[config.mk]
export PLATFORM = sky130hd
export DESIGN_NAME = dmem_responder
export DESIGN_NICKNAME = d
export VERILOG_FILES = /design/src/rtl/dmem_responder.sv
export SDC_FILE = /design/constraint.sdc
export NUM_CORES = 2
export LEC_CHECK = 0
export CAP_MARGIN = 10
export CORE_MARGIN = 8
export CORE_UTILIZATION = 45
export DETAILED_ROUTE_END_ITERATION = 7
export SLEW_MARGIN = 20
export SYNTH_ARGS = -nofsm -noshare
export SYNTH_HDL_FRONTEND = slang
export SYNTH_SLANG_ARGS = --single-unit
export TNS_END_PERCENT = 100
[constraint.sdc]
create_clock -name clk -period 7.4 [get_ports clk]
set_input_delay 0.74 -clock clk [delete_from_list [all_inputs] [get_ports clk]]
set_output_delay 0.74 -clock clk [all_outputs]
set_load 0.02 [all_outputs]
[src/rtl/dmem_responder.sv]
// dmem_responder: slow data memory for the 32-bit non-pipelined MIPS core.
// Services lb/lbu/lh/lhu/lw and sb/sh/sw with WAIT_STATES wait cycles, then
// raises ready for one cycle. Misaligned half/word accesses take the full
// latency, write nothing, return readdata=0 and flag misalign_err with ready.
//
// Ports:
//   clk          rising-edge clock
//   reset        asynchronous, active-low reset
//   req          request strobe, sampled only while idle
//   memwrite     1 = store, 0 = load
//   size         00 byte, 01 halfword, 10/11 word
//   unsigned_ld  1 = zero-extend byte/half loads, 0 = sign-extend
//   dataadr      byte address (upper bits alias)
//   writedata    store data, byte/half taken from the low bits
//   readdata     load result, valid with ready
//   ready        one-cycle completion pulse
//   misalign_err qualifies ready: access was misaligned and aborted
//
// state  | meaning
// S_IDLE | waiting for req; accepts and latches the request
// S_WAIT | counting down wait states on the latched request
// S_RESP | ready pulse; access was committed on the edge entering here
module dmem_responder #(
  parameter int DEPTH_WORDS = 64,
  parameter int WAIT_STATES = 1
) (
  input  logic        clk,
  input  logic        reset,
  input  logic        req,
  input  logic        memwrite,
  input  logic [1:0]  size,
  input  logic        unsigned_ld,
  input  logic [31:0] dataadr,
  input  logic [31:0] writedata,
  output logic [31:0] readdata,
  output logic        ready,
  output logic        misalign_err
);

  localparam int AW = $clog2(DEPTH_WORDS);
  localparam logic [3:0] WS_LOAD = (WAIT_STATES > 0) ? 4'(WAIT_STATES - 1) : 4'd0;

  typedef enum logic [1:0] {
    S_IDLE = 2'd0,
    S_WAIT = 2'd1,
    S_RESP = 2'd2
  } state_t;

  state_t state, state_nxt;
  logic [3:0] cnt, cnt_nxt;

  logic          lat_we;
  logic [1:0]    lat_size;
  logic          lat_uns;
  logic [AW+1:0] lat_adr;
  logic [31:0]   lat_wd;

  logic [31:0] mem [DEPTH_WORDS];

  logic accept;
  logic commit;

  // Request fields seen by the access logic: live bus while idle (needed when
  // WAIT_STATES=0 commits on the accepting edge), latched copy otherwise.
  logic          cur_we;
  logic [1:0]    cur_size;
  logic          cur_uns;
  logic [AW+1:0] cur_adr;
  logic [31:0]   cur_wd;

  logic          misaligned;
  logic [AW-1:0] idx;
  logic [31:0]   old_word;
  logic [3:0]    be;
  logic [31:0]   wd_lanes;
  logic [31:0]   new_word;
  logic [7:0]    sel_byte;
  logic [15:0]   sel_half;
  logic [31:0]   load_val;
  logic          mem_we;

  logic unused_adr_bits;
  assign unused_adr_bits = ^dataadr[31:AW+2];

  assign accept = (state == S_IDLE) && req;

  always_comb begin
    state_nxt = state;
    cnt_nxt   = cnt;
    case (state)
      S_IDLE: begin
        if (req) begin
          if (WAIT_STATES == 0) begin
            state_nxt = S_RESP;
          end else begin
            state_nxt = S_WAIT;
            cnt_nxt   = WS_LOAD;
          end
        end
      end
      S_WAIT: begin
        if (cnt == 4'd0) begin
          state_nxt = S_RESP;
        end else begin
          cnt_nxt = cnt - 4'd1;
        end
      end
      S_RESP:  state_nxt = S_IDLE;
      default: state_nxt = S_IDLE;
    endcase
  end

  assign commit = (state_nxt == S_RESP) && (state != S_RESP);

  always_comb begin
    if (state == S_IDLE) begin
      cur_we   = memwrite;
      cur_size = size;
      cur_uns  = unsigned_ld;
      cur_adr  = dataadr[AW+1:0];
      cur_wd   = writedata;
    end else begin
      cur_we   = lat_we;
      cur_size = lat_size;
      cur_uns  = lat_uns;
      cur_adr  = lat_adr;
      cur_wd   = lat_wd;
    end
  end

  assign misaligned = ((cur_size == 2'b01) && cur_adr[0]) ||
                      (cur_size[1] && (cur_adr[1:0] != 2'b00));
  assign idx      = cur_adr[AW+1:2];
  assign old_word = mem[idx];

  always_comb begin
    be       = 4'b0000;
    wd_lanes = cur_wd;
    case (cur_size)
      2'b00: begin
        be       = 4'b0001 << cur_adr[1:0];
        wd_lanes = {4{cur_wd[7:0]}};
      end
      2'b01: begin
        be       = cur_adr[1] ? 4'b1100 : 4'b0011;
        wd_lanes = {2{cur_wd[15:0]}};
      end
      default: begin
        be       = 4'b1111;
        wd_lanes = cur_wd;
      end
    endcase
  end

  always_comb begin
    new_word = old_word;
    for (int k = 0; k < 4; k++) begin
      if (be[k]) new_word[8*k +: 8] = wd_lanes[8*k +: 8];
    end
  end

  always_comb begin
    sel_byte = old_word[7:0];
    case (cur_adr[1:0])
      2'd0:    sel_byte = old_word[7:0];
      2'd1:    sel_byte = old_word[15:8];
      2'd2:    sel_byte = old_word[23:16];
      default: sel_byte = old_word[31:24];
    endcase
    sel_half = cur_adr[1] ? old_word[31:16] : old_word[15:0];
    case (cur_size)
      2'b00:   load_val = {{24{~cur_uns & sel_byte[7]}}, sel_byte};
      2'b01:   load_val = {{16{~cur_uns & sel_half[15]}}, sel_half};
      default: load_val = old_word;
    endcase
  end

  assign mem_we = commit && cur_we && !misaligned;

  always_ff @(posedge clk or negedge reset) begin
    if (!reset) begin
      state        <= S_IDLE;
      cnt          <= 4'd0;
      readdata     <= 32'd0;
      ready        <= 1'b0;
      misalign_err <= 1'b0;
      lat_we       <= 1'b0;
      lat_size     <= 2'b00;
      lat_uns      <= 1'b0;
      lat_adr      <= '0;
      lat_wd       <= 32'd0;
    end else begin
      state        <= state_nxt;
      cnt          <= cnt_nxt;
      ready        <= commit;
      misalign_err <= commit && misaligned;
      if (accept) begin
        lat_we   <= memwrite;
        lat_size <= size;
        lat_uns  <= unsigned_ld;
        lat_adr  <= dataadr[AW+1:0];
        lat_wd   <= writedata;
      end
      if (commit) begin
        if (misaligned) begin
          readdata <= 32'd0;
        end else if (!cur_we) begin
          readdata <= load_val;
        end
      end
    end
  end

  // Reset is in the sensitivity list only so that a reset on the commit edge
  // wins over the write; the array contents themselves are never cleared.
  always_ff @(posedge clk or negedge reset) begin
    if (!reset) begin
    end else if (mem_we) begin
      mem[idx] <= new_word;
    end
  end

endmodule

# Word-level counts from Yosys, hierarchy flattened

Memories as Yosys holds them, arrays and structs flattened.
Index checks and enable logic that the tools add are counted.

Bits in registers: 84
Memory bits (writable): 2048
Output and inout bits: 34
Logic and storage cells: 68
Memories kept: 1

Memories:

| name | words | bits a word | rd ports | clocked after memory_dff | wr ports | RTL line | RTL |
|---|---|---|---|---|---|---|---|
| mem  | 64    | 32          | 1        | 0                        | 1        | 58       | `logic [31:0] mem [DEPTH_WORDS];` |

Add/subtract/negate cells: 1
Eq/ne operators: 9
Shift-type cells: 1
Mux-type cells: 25
Bitwise logic cells: 3
Reduce and logical (&&, ||, !) cells: 18

Operators with widths:

| cell                  | number |
|---|---|
| $pmux W32 S2          | 2 |
| $mux W32              | 3 |
| $mux W8               | 5 |
| $pmux W8 S3           | 1 |
| $mux W16              | 1 |
| $pmux W4 S2           | 2 |
| $mux W4               | 3 |
| $logic_and A1 B1 Y1   | 8 |
| $eq A2 B1 Y1 const B  | 3 |
| $logic_not A2 Y1      | 3 |
| $mux W2               | 3 |
| $ne A2 B2 Y1 const B  | 3 |
| $eq A2 B2 Y1 const B  | 2 |
| $logic_not A4 Y1      | 1 |
| $mux W1               | 4 |
| $pmux W2 S2           | 1 |
| $reduce_bool A2 Y1    | 2 |
| $shl A1 B2 Y4 const A | 1 |
| $sub A4 B1 Y4 const B | 1 |
| $reduce_and A3 Y1     | 1 |
| $and A1 B1 Y1         | 2 |
| $ne A2 B1 Y1 const B  | 1 |
| $reduce_and A2 Y1     | 1 |
| $logic_not A1 Y1      | 1 |
| 2 further kinds       | 2 |

# Longest topological paths before layout

Depth after elaboration: 10
Gate-level depth with buffers: 18

# Worst setup path before layout

Ideal clock, no wire load.

Path kind: input-to-reg
Start point: input dataadr[2]
End point: memory mem[0][22], data pin
Arrival: 5.673 ns
Required time: 6.698 ns
Slack: 1.026 ns
Stages on the path: 16
Cells stage by stage: buf_4 or3b_1 clkbuf_2 nand2_4 buf_6 buf_6 buf_6 buf_6 buf_6 a211oi_1 nor4_1 o22ai_1 nor3_1 o2111ai_1 mux2_2 o21ai_0

Cells in the longest elaborated chain, start to end: 3

RTL lines:

| what             | RTL line | RTL |
|---|---|---|
| from (decl)      | 33       | `input logic [31:0] dataadr,` |
| $mux W8          | 116      | `if (state == S_IDLE) begin` |
| $mem_v2 Z64 W32  | n/a      |  |
| $mux W8          | 158      | `if (be[k]) new_word[8*k +: 8] = wd_lanes[8*k +: 8];` |
| net new_word[22] | 76       | `logic [31:0] new_word;` |
| to (decl)        | 58       |  |

The timed path passes the listed nets, and every way through them passes these cells.

# Final worst setup path

Start point: register state[1]
End point: memory mem[5][28], data pin

Cells in the longest elaborated chain, start to end: 5
Elaborated cells between the ends (all ways): 12

RTL lines:

| what                                                    | RTL line | RTL |
|---|---|---|
| from (decl)                                             | 49       | `state_t state, state_nxt;` |
| from (signal assigned)                                  | 193      | `state <= state_nxt;` |
| $logic_not A2 Y1 (*)                                    | 116      |  |
| branches (longest 3 deep; another with $mem_v2 Z64 W32) | n/a      |  |
| $mux W8 (*)                                             | 158      |  |
| net new_word[28]                                        | 76       |  |

Mark *: on every way through the listed nets, which the timed path passes.

==> flow_summary.toml <==
[hold_path]
hold_path_class = "primary input to asynchronous set/reset pin"

[timing]
relSlewSlack_pct = 21.3
clock.fmax_mhz = 170
setup_violations = 0
hold_viol_final = 0
worst_pin_slew_ps = 1180
rsz0062_at_grt = "false"
skew_ps = 38.0
hold_slack_ps = 287
fin_crit_ps = 5870
finalWorstSetupSlack_ps = 1530
fin_tns_setup_ps = 0
period_share_pct = 79.3
slew_violations = 0

[die]
die_w_um = 442
rows = 156
start_util_pct = 45.3
io_pins = 105
design.core.area_mm2 = 0.181
die_h_um = 442
dieArea_mm2 = 0.196

[synthesis]
synth_edf_count = 2048
syn_inst = 5232
synth.ff_latch_count = 2132
synth_area_mm2 = 0.0818
synthArstFlopShare_pct = 3.94
synth-simple-area-share_pct = 7.03
synth_top_family_by_area = "compound AO/OA/AOI/OAI gates"
synth-compound-area-share_pct = 10.7
yosysSeqAreaShare_pct = 77.8
synthTopCellsByArea = "edfxtp_1, o22ai_1, nand2_1"
synth-main-ff-cell = "edfxtp_1"
syn_area_per_cell_um2 = 15.6
yosys.area.top_type = "edfxtp_1"
synth_fa_ha_area_share_pct = 0.0306
synth-xor-area-share_pct = 0.0214
synth_mux_area_share_pct = 1.99
synthesis.nets = 5305
synth_top_area_share_pct = 75.2
ys_types = 89
yosysWarnings = 0

[worst_setup_path]
critPathCaptureType = "flop"
cp_max_fo = 64
startpoint_type = "flop"
crit_required_ps = 7940
crit_type = "flop to flop"
worstRegToRegCells = 10
arrival_ps = 6410

[power_and_ir_drop]
p_comb_share_pct = 41.2
power.internal_mw = 30.2
p_switching_mw = 20.5
vdd_drop_max_mv = 0.678
finalPower_mw = 50.7
pwr-share-clk_pct = 20.3
leakagePower_nw = 30.5
powerDensity_mw_per_mm2 = 536
switching_share_pct = 40.5
seq_power_share_pct = 38.5

[global_route]
grt_pass1_wl_mm = 392
grt_overflow = 0
grt_pass1_vias = 50900
grt_max_degree = 76
grt.total_usage_pct = 27.7
antenna_found_initial = 1

[place]
numPortBuffers = 80
post-place-ws_ps = 868
placed_cell_area_mm2 = 0.0881
dp_hpwl_mm = 166
routabilityCongestion = 0.867
dp.cells = 7667

[clock_network]
numCtsBuffers = 206
cts_root_buf = "clkbuf_16"
clockBufferDepth = 3
clk_latency_ps = 850
cts.sinks = 2132
postCtsResizedCells = 0
tritoncts = "done"
h-tree-depth = 4
clkTransAtPathRegs_ps = 60

[drt]
wl_per_cell_um = 34.9
routed_wl_mm = 281
dr.pass1.iters = 6
vias = 53200
drtIter0Drc = 7859
route.detailed.drc = 0
via_per_inst = 6.61
ant_nets = 0

[run_status]
status = "finished clean"

[final_layout]
nNetsFinal = 5581
area_growth_pct = 15.7
final_cell_mix = "edfxtp_1, nand2_1, o22ai_1"
finalNonFillerCells = 8055
postLayoutCoreUtil_pct = 52.4
layout-drive-gt1-share_pct = 13.8
layout_commonest_cell = "edfxtp_1"
postLayoutCellArea_mm2 = 0.0946

[flow_run]
drv_cap = 0
[final cells by class]
cell class / instances / area (um2)
Fill cell: 14600 / 85900
Sequential cell: 2132 / 63600
Multi-Input combinational cell: 2740 / 17300
Clock buffer: 267 / 5460
Timing Repair Buffer: 419 / 4280
Tap cell: 2370 / 2970
Clock inverter: 111 / 1010
Inverter: 9 / 33.8
Antenna cell: 7 / 17.5
[flip-flops by register name, summed over array words and instances, names as in the netlist]
signal,count
cnt,4
lat_adr,8
lat_wd,32
mem,2048
readdata,32
ready,1
misalign_err,1
lat_uns,1
lat_we,1
lat_size,2
state,2
[metal layers]
metal	up-vias	track usage (%)	share of wire [%]
met1	27300	37.7	38
met5	-	0	0
li1	21600	-	-
met3	661	6.15	12
met2	3645	42.9	45
met4	0	12.7	5.3
[kinds of logic after synthesis]
logic type / after synthesis
xor gates and xnor gates: 2
buffers and inverters: 360
adders and majority gates: 2
and+or+nand+nor: 1310
muxes: 151
AOI/OAI and AO/OA: 1275
DFF: 2132
[path summary, 6_finish.rpt]
check                                 start  slack, ps    endpoint
max in group asynchronous             reset       6130  lat_wd[13]
min in group clk                unsigned_ld        470     lat_uns
worst min-delay path                  reset        290       ready
worst max-delay path               state[1]       1530  mem[5][28]
worst max register to register     state[1]       1530  mem[5][28]
worst min register to register   lat_adr[5]        480  lat_adr[5]
[critical path, cell delays in order, from the launching register on]
cell,delay (ps)
dfrtp_1,530
o21ai_0,640
nand2_1,850
and2_1,520
buf_4,270
nand2_1,180
a21oi_1,130
a2111oi_0,840
or4b_1,740
a21oi_4,220
buf_4,550
[cells in the mapped netlist, types with 5 or more instances]
library cell,count
buf_1,20
o41ai_1,22
mux2_2,9
nand3_1,118
a22oi_2,5
clkbuf_1,99
nor4_1,63
nand2b_1,8
nor2b_1,5
mux2i_1,133
a311oi_1,11
a31oi_1,95
dfrtp_1,84
a22oi_1,26
nand4_1,7
mux4_2,8
buf_4,43
o221ai_1,107
o31ai_1,21
a21oi_1,90
o21ai_0,77
or4_1,11
o22a_1,27
edfxtp_1,2048
buf_2,154
and3_1,48
o32ai_1,19
nor4b_1,6
nor2_1,282
o2111ai_1,7
nand2_1,650
buf_6,34
a211oi_1,51
and2_1,12
o311ai_0,8
inv_1,9
a2111oi_0,7
a32oi_1,18
a32o_1,37
o22ai_1,606
nor3_1,74
[power by group through the flow]
stage / Combinational (mW) / Clock (mW) / Sequential [mW]
6_report: 20.9 / 10.3 / 19.5
5_1_grt: 21.6 / 10.7 / 19.5
4_1_cts: 20.4 / 10.3 / 19.5
3_5_place_dp: 20.4 / 0 / 19.8
3_3_place_gp: 20.0 / 0 / 19.7
2_1_floorplan: 9.72 / 0 / 20.5
[what timing repair did]
action,in CTS,in global routing
endpoints found under the hold margin,9,0
hold buffers,1,0
buffers inserted,0,0
Note: power is estimated with default switching activity, not from simulation.
